File: src/rtl/rv32_pkg.sv
// Shared RV32 decode types: opcodes, ALU/muldiv operations and the decoded bundle.
package rv32_pkg;

    typedef enum logic [6:0] {
        OP_LOAD     = 7'b0000011,
        OP_MISC_MEM = 7'b0001111,
        OP_OP_IMM   = 7'b0010011,
        OP_AUIPC    = 7'b0010111,
        OP_STORE    = 7'b0100011,
        OP_OP       = 7'b0110011,
        OP_LUI      = 7'b0110111,
        OP_BRANCH   = 7'b1100011,
        OP_JALR     = 7'b1100111,
        OP_JAL      = 7'b1101111,
        OP_SYSTEM   = 7'b1110011
    } opcode_e;

    typedef enum logic [3:0] {
        ALU_ADD, ALU_SUB, ALU_SLL, ALU_SLT, ALU_SLTU,
        ALU_XOR, ALU_SRL, ALU_SRA, ALU_OR, ALU_AND
    } alu_op_e;

    // Encoding equals funct3 of the M-extension instructions.
    typedef enum logic [2:0] {
        MD_MUL, MD_MULH, MD_MULHSU, MD_MULHU, MD_DIV, MD_DIVU, MD_REM, MD_REMU
    } muldiv_op_e;

    typedef struct packed {
        logic [4:0]  rs1;
        logic [4:0]  rs2;
        logic [4:0]  rd;
        logic [31:0] imm;
        alu_op_e     alu_op;
        muldiv_op_e  muldiv_op;
        logic [2:0]  funct3;      // load/store width, branch condition
        logic        reg_write;
        logic        alu_src_imm; // operand B is imm
        logic        alu_src_pc;  // operand A is PC
        logic        mem_read;
        logic        mem_write;
        logic        branch;
        logic        jump;
        logic        is_muldiv;
        logic        is_fence;
        logic        is_system;
    } decoded_instr_t;

    // One pipeline slot: what the stage presents to execute.
    typedef struct packed {
        decoded_instr_t dec;
        logic [31:0]    pc;
        logic           illegal;
    } stage_slot_t;

    // Register/immediate ALU ops share the funct3 mapping (shift direction aside).
    function automatic alu_op_e alu_from_f3(input logic [2:0] f3);
        case (f3)
            3'b000:  return ALU_ADD;
            3'b001:  return ALU_SLL;
            3'b010:  return ALU_SLT;
            3'b011:  return ALU_SLTU;
            3'b100:  return ALU_XOR;
            3'b101:  return ALU_SRL;
            3'b110:  return ALU_OR;
            default: return ALU_AND;
        endcase
    endfunction

endpackage

File: src/rtl/rv32_decode_core.sv
// Combinational RV32I(+M) decoder with full legality checking.
module rv32_decode_core
    import rv32_pkg::*;
#(
    parameter bit ENABLE_M = 1'b0
) (
    input  logic [31:0]    instr_raw_i,
    output decoded_instr_t decoded_o,
    output logic           illegal_o
);

    logic [6:0] f7;
    logic [2:0] f3;
    assign f7 = instr_raw_i[31:25];
    assign f3 = instr_raw_i[14:12];

    // Decode fields per opcode; illegal encodings keep only register indices.
    always_comb begin
        decoded_instr_t d;
        logic           ill;
        d            = '0;
        ill          = 1'b0;
        d.rs1        = instr_raw_i[19:15];
        d.rs2        = instr_raw_i[24:20];
        d.rd         = instr_raw_i[11:7];
        d.funct3     = f3;
        case (instr_raw_i[6:0])
            OP_OP: begin
                d.reg_write = 1'b1;
                if (f7 == 7'b0000000) begin
                    d.alu_op = alu_from_f3(f3);
                end else if (f7 == 7'b0100000 && f3 == 3'b000) begin
                    d.alu_op = ALU_SUB;
                end else if (f7 == 7'b0100000 && f3 == 3'b101) begin
                    d.alu_op = ALU_SRA;
                end else if (ENABLE_M && f7 == 7'b0000001) begin
                    d.is_muldiv = 1'b1;
                    d.muldiv_op = muldiv_op_e'(f3);
                end else begin
                    ill = 1'b1;
                end
            end
            OP_OP_IMM: begin
                d.reg_write   = 1'b1;
                d.alu_src_imm = 1'b1;
                d.imm         = {{20{instr_raw_i[31]}}, instr_raw_i[31:20]};
                d.alu_op      = alu_from_f3(f3);
                if (f3 == 3'b001 && f7 != 7'b0000000) ill = 1'b1;
                if (f3 == 3'b101) begin
                    if (f7 == 7'b0100000)      d.alu_op = ALU_SRA;
                    else if (f7 != 7'b0000000) ill = 1'b1;
                end
            end
            OP_LOAD: begin
                d.reg_write   = 1'b1;
                d.mem_read    = 1'b1;
                d.alu_src_imm = 1'b1;
                d.imm         = {{20{instr_raw_i[31]}}, instr_raw_i[31:20]};
                if (f3 == 3'b011 || f3 == 3'b110 || f3 == 3'b111) ill = 1'b1;
            end
            OP_STORE: begin
                d.mem_write   = 1'b1;
                d.alu_src_imm = 1'b1;
                d.imm         = {{20{instr_raw_i[31]}}, instr_raw_i[31:25], instr_raw_i[11:7]};
                if (f3 > 3'b010) ill = 1'b1;
            end
            OP_BRANCH: begin
                d.branch = 1'b1;
                d.alu_op = ALU_SUB;
                d.imm    = {{19{instr_raw_i[31]}}, instr_raw_i[31], instr_raw_i[7],
                            instr_raw_i[30:25], instr_raw_i[11:8], 1'b0};
                if (f3 == 3'b010 || f3 == 3'b011) ill = 1'b1;
            end
            OP_JAL: begin
                d.reg_write  = 1'b1;
                d.jump       = 1'b1;
                d.alu_src_pc = 1'b1;
                d.imm        = {{11{instr_raw_i[31]}}, instr_raw_i[31], instr_raw_i[19:12],
                                instr_raw_i[20], instr_raw_i[30:21], 1'b0};
            end
            OP_JALR: begin
                d.reg_write   = 1'b1;
                d.jump        = 1'b1;
                d.alu_src_imm = 1'b1;
                d.imm         = {{20{instr_raw_i[31]}}, instr_raw_i[31:20]};
                if (f3 != 3'b000) ill = 1'b1;
            end
            OP_LUI: begin
                // x0 + imm: rs1 forced to zero so the adder path serves LUI.
                d.rs1         = 5'd0;
                d.reg_write   = 1'b1;
                d.alu_src_imm = 1'b1;
                d.imm         = {instr_raw_i[31:12], 12'b0};
            end
            OP_AUIPC: begin
                d.reg_write   = 1'b1;
                d.alu_src_imm = 1'b1;
                d.alu_src_pc  = 1'b1;
                d.imm         = {instr_raw_i[31:12], 12'b0};
            end
            OP_MISC_MEM: d.is_fence  = 1'b1;
            OP_SYSTEM:   d.is_system = 1'b1;
            default:     ill = 1'b1;
        endcase
        if (instr_raw_i[1:0] != 2'b11) ill = 1'b1;
        if (ill) begin
            d        = '0;
            d.rs1    = instr_raw_i[19:15];
            d.rs2    = instr_raw_i[24:20];
            d.rd     = instr_raw_i[11:7];
        end
        decoded_o = d;
        illegal_o = ill;
    end

endmodule

File: src/rtl/decode_stage.sv
// Registered decode stage: main output slot plus one skid slot, flushable.
module decode_stage
    import rv32_pkg::*;
#(
    parameter bit ENABLE_M = 1'b0,
    parameter int CNT_W    = 32
) (
    input  logic             clk_i,
    input  logic             rst_i,
    input  logic             in_valid_i,
    output logic             in_ready_o,
    input  logic [31:0]      instr_raw_i,
    input  logic [31:0]      pc_i,
    input  logic             flush_i,
    output logic             out_valid_o,
    input  logic             out_ready_i,
    output decoded_instr_t   decoded_instr_o,
    output logic [31:0]      pc_o,
    output logic             illegal_o,
    output logic [CNT_W-1:0] instr_count_o
);

    stage_slot_t      main_q, main_d, skid_q, skid_d, in_slot;
    logic             main_vld_q, main_vld_d, skid_vld_q, skid_vld_d;
    logic [CNT_W-1:0] cnt_q, cnt_d;
    decoded_instr_t   core_dec;
    logic             core_ill;
    logic             in_hs, out_hs;

    rv32_decode_core #(.ENABLE_M(ENABLE_M)) u_core (
        .instr_raw_i (instr_raw_i),
        .decoded_o   (core_dec),
        .illegal_o   (core_ill)
    );

    // Ready depends only on held state, so back-pressure never ripples upstream combinationally.
    assign in_ready_o = !skid_vld_q && !rst_i;
    assign in_hs      = in_valid_i && in_ready_o;
    assign out_hs     = main_vld_q && out_ready_i;

    // Bundle the freshly decoded instruction with its PC.
    always_comb begin
        in_slot.dec     = core_dec;
        in_slot.pc      = pc_i;
        in_slot.illegal = core_ill;
    end

    // Slot movement: skid drains into main first, keeping FIFO order.
    always_comb begin
        main_d     = main_q;
        skid_d     = skid_q;
        main_vld_d = main_vld_q;
        skid_vld_d = skid_vld_q;
        cnt_d      = cnt_q + CNT_W'(out_hs);
        if (flush_i) begin
            main_vld_d = 1'b0;
            skid_vld_d = 1'b0;
        end else if (out_hs || !main_vld_q) begin
            if (skid_vld_q) begin
                main_d     = skid_q;
                main_vld_d = 1'b1;
                skid_vld_d = 1'b0;
            end else begin
                main_vld_d = in_hs;
                if (in_hs) main_d = in_slot;
            end
        end else if (in_hs) begin
            skid_d     = in_slot;
            skid_vld_d = 1'b1;
        end
    end

    // State registers with synchronous reset.
    always_ff @(posedge clk_i) begin
        if (rst_i) begin
            main_q     <= '0;
            skid_q     <= '0;
            main_vld_q <= 1'b0;
            skid_vld_q <= 1'b0;
            cnt_q      <= '0;
        end else begin
            main_q     <= main_d;
            skid_q     <= skid_d;
            main_vld_q <= main_vld_d;
            skid_vld_q <= skid_vld_d;
            cnt_q      <= cnt_d;
        end
    end

    assign out_valid_o     = main_vld_q;
    assign decoded_instr_o = main_q.dec;
    assign pc_o            = main_q.pc;
    assign illegal_o       = main_q.illegal;
    assign instr_count_o   = cnt_q;

endmodule

File: config.mk
export PLATFORM = sky130hd
export DESIGN_NAME = decode_stage
export DESIGN_NICKNAME = d
export VERILOG_FILES = /design/src/rtl/rv32_pkg.sv /design/src/rtl/rv32_decode_core.sv /design/src/rtl/decode_stage.sv
export SDC_FILE = /design/constraint.sdc
export NUM_CORES = 1
export LEC_CHECK = 0
export CAP_MARGIN = 20
export CORE_MARGIN = 5
export CORE_UTILIZATION = 35
export DETAILED_ROUTE_END_ITERATION = 10
export PLACE_DENSITY = 0.62
export SYNTH_ARGS = -nofsm -noshare
export SYNTH_HDL_FRONTEND = slang
export SYNTH_HIERARCHICAL = 1
export SYNTH_SLANG_ARGS = --single-unit
File: constraint.sdc
create_clock -name clk_i -period 3.5 [get_ports clk_i]
set_input_delay 1.05 -clock clk_i [delete_from_list [all_inputs] [get_ports clk_i]]
set_output_delay 1.05 -clock clk_i [all_outputs]
set_load 0.1 [all_outputs]
==> impl_metrics.json, run 1 <==
{
  "power_density_mw_per_mm2": 483,
  "hold_violations": 0,
  "cts_root_buffer": "clkbuf_16",
  "min_path_type": "register to register",
  "synth.avg_cell_area_um2": 8.33,
  "ys_seq_elements": 234,
  "post-route-util_pct": 45.8,
  "multi_input_area_mm2": 0.00541,
  "drcViolationCount": 0,
  "path_clk_slew_ns": 0.06,
  "die_h_um": 185,
  "synth_warnings": 6,
  "yosysSeqAreaShare_pct": 43.9,
  "slew_headroom_pct": 20.3,
  "cts_tree": "done",
  "seqCellArea_mm2": 0.00469,
  "drt_iter0_drc": 634,
  "irDropWorstVdd_uv": 414,
  "clock-sinks": 234,
  "cp_max_fo": 8,
  "postRouteAntennaNets": 0,
  "leakage_nw": 4.68,
  "cts_resized": 0,
  "fin_cells": 1875,
  "first_pass_iters": 6,
  "first_global_vias": 9043,
  "cts_hold_buf": 0,
  "wire_per_inst_um": 16.6,
  "start_kind": "input port",
  "worst_pin_slew_ns": 1.20,
  "synth_cell_type_count": 63,
  "die_w_um": 185,
  "cap_violations": 0,
  "slowest_delay_ns": 0.64,
  "core_area_mm2": 0.0303,
  "synth_edf_count": 0,
  "syn_area_mm2": 0.0107,
  "hpwl_um": 21000,
  "die-area_mm2": 0.0341,
  "ys.flop_type": "dfxtp_1",
  "syn_to_final_growth_pct": 30.3,
  "cts_buffers": 28,
  "r2r_slack_ns": 1.03,
  "status": "completed",
  "placed_cells": 1823,
  "vias": 9519,
  "rsz0062_at_grt": "no",
  "cp_cell_sequence": "clkdlybuf4s50_1, and2_1, ha_1, ha_1, nand2_1, or4_1, or4_1, a21oi_1",
  "layout_setup_ws_ns": 0.471,
  "endpoint_kind": "register",
  "arrival_ns": 3.48,
  "ios": 203,
  "insertion_delay_ns": 0.54,
  "yosysTopAreaCellShare_pct": 43.9,
  "post-route-period-util_pct": 86.5,
  "antenna_found_initial": 1,
  "antennaDiodeCount": 0,
  "grt_pass1_wl_um": 48900,
  "power.total_w": 0.00672,
  "post_cts_buffers": 0,
  "post-place-ws_ns": -0.0289,
  "yosysTopAreaCell": "dfxtp_1",
  "via_per_inst": 5.08,
  "synthCells": 1281,
  "cts_buffer_depth": 3,
  "cp_data_required_time_ns": 3.95,
  "post-route-min-period_ns": 3.03,
  "slew_viol_final": 0,
  "setup_viol": 0,
  "max_freq_mhz": 330,
  "async_reset_ff_share_pct": 0,
  "crit_path_top_delay_cell": "or4_1",
  "grt_max_degree": 233,
  "initial_core_util_pct": 35.2,
  "drive_gt1_share_pct": 19.3,
  "netlist_top_cells_count": "nand2_1 (242), dfxtp_1 (234), a21oi_1 (133)",
  "fill_cells": 2967,
  "io_buffers": 202,
  "finalWirelength_um": 31200,
  "grt_util_all_layers_pct": 17.5,
  "fin_nets": 1529,
  "fp-row-count": 64,
  "synth.area.top_cells": "dfxtp_1 (44%), mux2i_1 (9.5%), nand2_1 (8.5%)",
  "place_congestion": 0.830,
  "path_class": "input port to register",
  "synthMostInstantiatedCell": "nand2_1",
  "skew_ns": 0.0135,
  "htree_levels": 1,
  "grt-ovfl-total": 0
}
==> where the power goes <==
group | switching [W] | leakage [nW] | internal [W] | total [W]
Clock | 0.00114 | 0.469 | 0.00181 | 0.00295
Combinational | 0.000731 | 2.32 | 0.000271 | 0.00100
Sequential | 0.0000390 | 1.90 | 0.00273 | 0.00277
==> worst max-delay path: cells and delay by family <==
kind	cells	cell delay [ns]
and+or+nand+nor	4	1.35
buffers and inverters	1	0.50
adders and majority gates	2	0.40
AOI/OAI and AO/OA	1	0.19
==> per-stage QoR <==
step	cell area [µm²]	hold slack (ns)	setup TNS [ns]
floorplan	10700	0.436	0
global placement	12900	0.440	0
detailed placement	12900	0.446	-0.0289
CTS	13900	0.454	0
global route	13900	0.467	0
finish	13900	0.452	0
==> cells in the final DEF (no fill, tap or decap), drive strengths merged, types with 2 or more instances in the layout <==
cell type / n
and2: 10
nor2b: 5
clkinv: 6
o2111ai: 2
o31ai: 14
or4b: 3
a22oi: 5
a31oi: 3
clkbuf: 40
and3: 5
buf: 196
nor3: 22
conb: 4
o21ai: 11
a2111oi: 2
a21oi: 148
nor4: 5
clkinvlp: 3
nand2: 244
clkdlybuf4s50: 67
nand3: 14
nor3b: 3
bufinv: 2
xnor2: 3
nand4: 14
or4: 15
and4: 5
dfxtp: 234
o21a: 2
nand2b: 10
inv: 16
ha: 3
xor2: 10
a211oi: 102
mux2i: 101
or3: 6
nor2: 130
nand3b: 2
==> registers in the layout, summed over array words and instances (netlist names) <==
name / cells
skid_q: 100
decoded_instr_o: 67
instr_count_o: 32
pc_o: 32
illegal_o: 1
out_valid_o: 1
skid_vld_q: 1
==> routing by layer <==
metal | part of all wire, % | routed length [µm] | global-route usage, % | vias to the layer above
li1 | - | - | - | 4828
met4 | 2.2 | 687 | 3.82 | 2
met2 | 47 | 14600 | 29.5 | 207
met3 | 5.5 | 1700 | 2.92 | 42
met1 | 45 | 14200 | 23.6 | 4440
met5 | 0.022 | 7 | 0 | -
==> layout make-up <==
class / instances / share of cell area (%)
timing repair buffer: 263 / 16.5
clock inverter: 12 / 0.873
sequential: 234 / 33.7
multi-input combinational: 915 / 38.9
inverter: 15 / 0.405
clock buffer: 40 / 6.02
tap: 396 / 3.56
==> logic make-up (layout without fill, tap and decap cells) <==
group                    after synthesis  in the layout  share of synthesized area [%]
AND/OR/NAND/NOR                      498            498                           21.6
AO/OA/AOI/OAI                        295            295                           17.8
flip-flops                           234            234                           43.9
buffers and inverters                135            330                           5.70
multiplexers                         102            102                           9.58
XOR/XNOR                              13             13                           1.07
adder cells (fa/ha/maj)                3              3                          0.352
other                                  1              4                         0.0351
==> path summary, 6_finish.rpt <==
| path | from | to | cells after the start |
|---|---|---|---|
| max | out_ready_i | instr_count_o[28] | 8 |
| min | skid_q[11] | skid_q[11] | 2 |
| max reg2reg | instr_count_o[3] | instr_count_o[28] | 4 |
| min reg2reg | skid_q[11] | skid_q[11] | 2 |
No activity file was read; power rests on OpenSTA's default activity.
==> run 2: changes to the inputs <==
--- a/config.mk
+++ b/config.mk
@@ -8,8 +8,10 @@
 export CAP_MARGIN = 20
 export CORE_MARGIN = 5
 export CORE_UTILIZATION = 35
+export CTS_CLUSTER_SIZE = 28
 export DETAILED_ROUTE_END_ITERATION = 10
-export PLACE_DENSITY = 0.62
+export PLACE_DENSITY = 0.69
+export SETUP_SLACK_MARGIN = 0.4
 export SYNTH_ARGS = -nofsm -noshare
 export SYNTH_HDL_FRONTEND = slang
 export SYNTH_HIERARCHICAL = 1
==> impl_metrics.json, run 2 (same netlist as run 1, synthesis figures left out) <==
{
  "drive_gt1_share_pct": 19.2,
  "vias": 9525,
  "fp-row-count": 64,
  "power_frac_comb_pct": 14.9,
  "post-route-period-util_pct": 82.9,
  "cts_buffer_depth": 3,
  "antenna_found_initial": 0,
  "irDropWorstVdd_uv": 319,
  "critical_path.top_delay_family": "simple AND/OR/NAND/NOR gates",
  "fin_tns_setup_ns": 0,
  "grt-ovfl-total": 0,
  "syn_to_final_growth_pct": 29.6,
  "power_density_mw_per_mm2": 484,
  "first_pass_iters": 5,
  "critPathBufInv": 1,
  "drcViolationCount": 0,
  "power.total_w": 0.00670,
  "hpwl_um": 21000,
  "leakage_nw": 4.66,
  "regMostFlops": "skid_q",
  "cts_tree": "done",
  "slew_headroom_pct": 28.4,
  "post_cts_buffers": 0,
  "max_freq_mhz": 345,
  "power.internal_w": 0.00480,
  "multi_input_area_mm2": 0.00543,
  "crit_path_top_delay_cell": "or4_4",
  "final_cell_mix": "nand2_1 (242), dfxtp_1 (233), buf_4 (186)",
  "cts_root_buffer": "clkbuf_16",
  "slowest_delay_ns": 0.59,
  "die_w_um": 185,
  "seqCellArea_mm2": 0.00469,
  "p_seq_share_pct": 41.3,
  "initial_core_util_pct": 35.2,
  "power_switching_w": 0.00190,
  "first_global_vias": 8825,
  "insertion_delay_ns": 0.54,
  "status": "completed",
  "min_from": "skid_q[47]",
  "clock-sinks": 234,
  "cp_cell_sequence": "clkdlybuf4s50_1, and2_1, ha_1, ha_1, nand2_1, or4_4, or4_1, a21oi_1",
  "largest_reg_flops": 100,
  "skew_ns": 0.0143,
  "wire_per_inst_um": 16.3,
  "setup_viol": 0,
  "slew_viol_final": 0,
  "io_buffers": 202,
  "cp_max_fo": 9,
  "place_congestion": 0.861,
  "start_kind": "input port",
  "path_class": "input port to register",
  "drt_iter0_drc": 655,
  "rsz0062_at_grt": "no",
  "finalWirelength_um": 30600,
  "cp_data_required_time_ns": 3.96,
  "grt_util_all_layers_pct": 17.0,
  "worst_pin_slew_ns": 1.07,
  "die-area_mm2": 0.0341,
  "endpoint_kind": "register",
  "min_path_type": "register to register",
  "worstSetupStartpoint": "out_ready_i",
  "crit_top_cell": "ha_1",
  "path_clk_slew_ns": 0.06,
  "hold_violations": 0,
  "grt_max_degree": 167,
  "layout_commonest_cell": "nand2_1",
  "cts_buffers": 27,
  "htree_levels": 1,
  "swShare_pct": 28.3,
  "reg2reg_from": "instr_count_o[8]",
  "grt_pass1_wl_um": 47700,
  "fill_cells": 2937,
  "clockPowerShare_pct": 43.8,
  "ios": 203,
  "core_area_mm2": 0.0303,
  "postRouteAntennaNets": 0,
  "cap_violations": 0,
  "arrival_ns": 3.36,
  "die_h_um": 185,
  "post-route-min-period_ns": 2.90,
  "fin_nets": 1527,
  "via_per_inst": 5.09,
  "antennaDiodeCount": 0
}
## run 2: through the flow
step                      std cells  util (%)  hold slack, ns  setup slack [ns]  area, µm²
after floorplan                1284         -           0.436             0.418      10700
after global placement         1822      42.5           0.441            0.0212      12900
after detailed placement       1822      42.5           0.446           0.00896      12900
after CTS                      1872      45.6           0.455             0.539      13800
after global routing           1872      45.6           0.469             0.419      13800
final                          1872      45.6           0.453             0.599      13800
## run 2: path summary, 6_finish.rpt
kind,to,slack [ns],cells after the start
setup / recovery,instr_count_o[30],0.60,8
hold / removal,skid_q[47],0.45,2
setup reg to reg,instr_count_o[30],1.01,4
hold reg to reg,skid_q[47],0.45,2
## run 2: routing by layer
layer	wire length [µm]	track usage [%]	vias to the layer above
li1	-	-	4818
met1	13700	23.0	4434
met2	14500	28.2	227
met3	1720	2.82	46
met4	660	4.29	0
met5	0	0	-
## run 2: area by class of cell
class | count | share of cell area [%]
sequential | 234 | 33.9
timing repair buffer | 262 | 16.2
tap | 396 | 3.58
inverter | 15 | 0.407
clock buffer | 37 | 5.44
clock inverter | 13 | 1.31
multi-input combinational | 915 | 39.2
## run 2: repair_timing
| action | in CTS | in global routing |
|---|---|---|
| setup endpoints to repair | 0 | 5 |
| hold buffers | 0 | 0 |
| resized for setup | 0 | 2 |
## run 2: power by group through the flow
| stage | Combinational [W] | Clock [W] | Sequential [W] |
|---|---|---|---|
| 5_1_grt | 0.00105 | 0.00313 | 0.00277 |
| 3_3_place_gp | 0.00100 | 0 | 0.00283 |
| 6_report | 0.000998 | 0.00293 | 0.00277 |
| 2_1_floorplan | 0.000264 | 0 | 0.00326 |
| 3_5_place_dp | 0.00100 | 0 | 0.00283 |
| 4_1_cts | 0.00100 | 0.00301 | 0.00277 |
## run 2: worst min-delay path: cells and delay by family, from the launching register on
family,cells,cell delay (ns)
flops,1,0.31
simple gates,1,0.05
compound gates,1,0.05
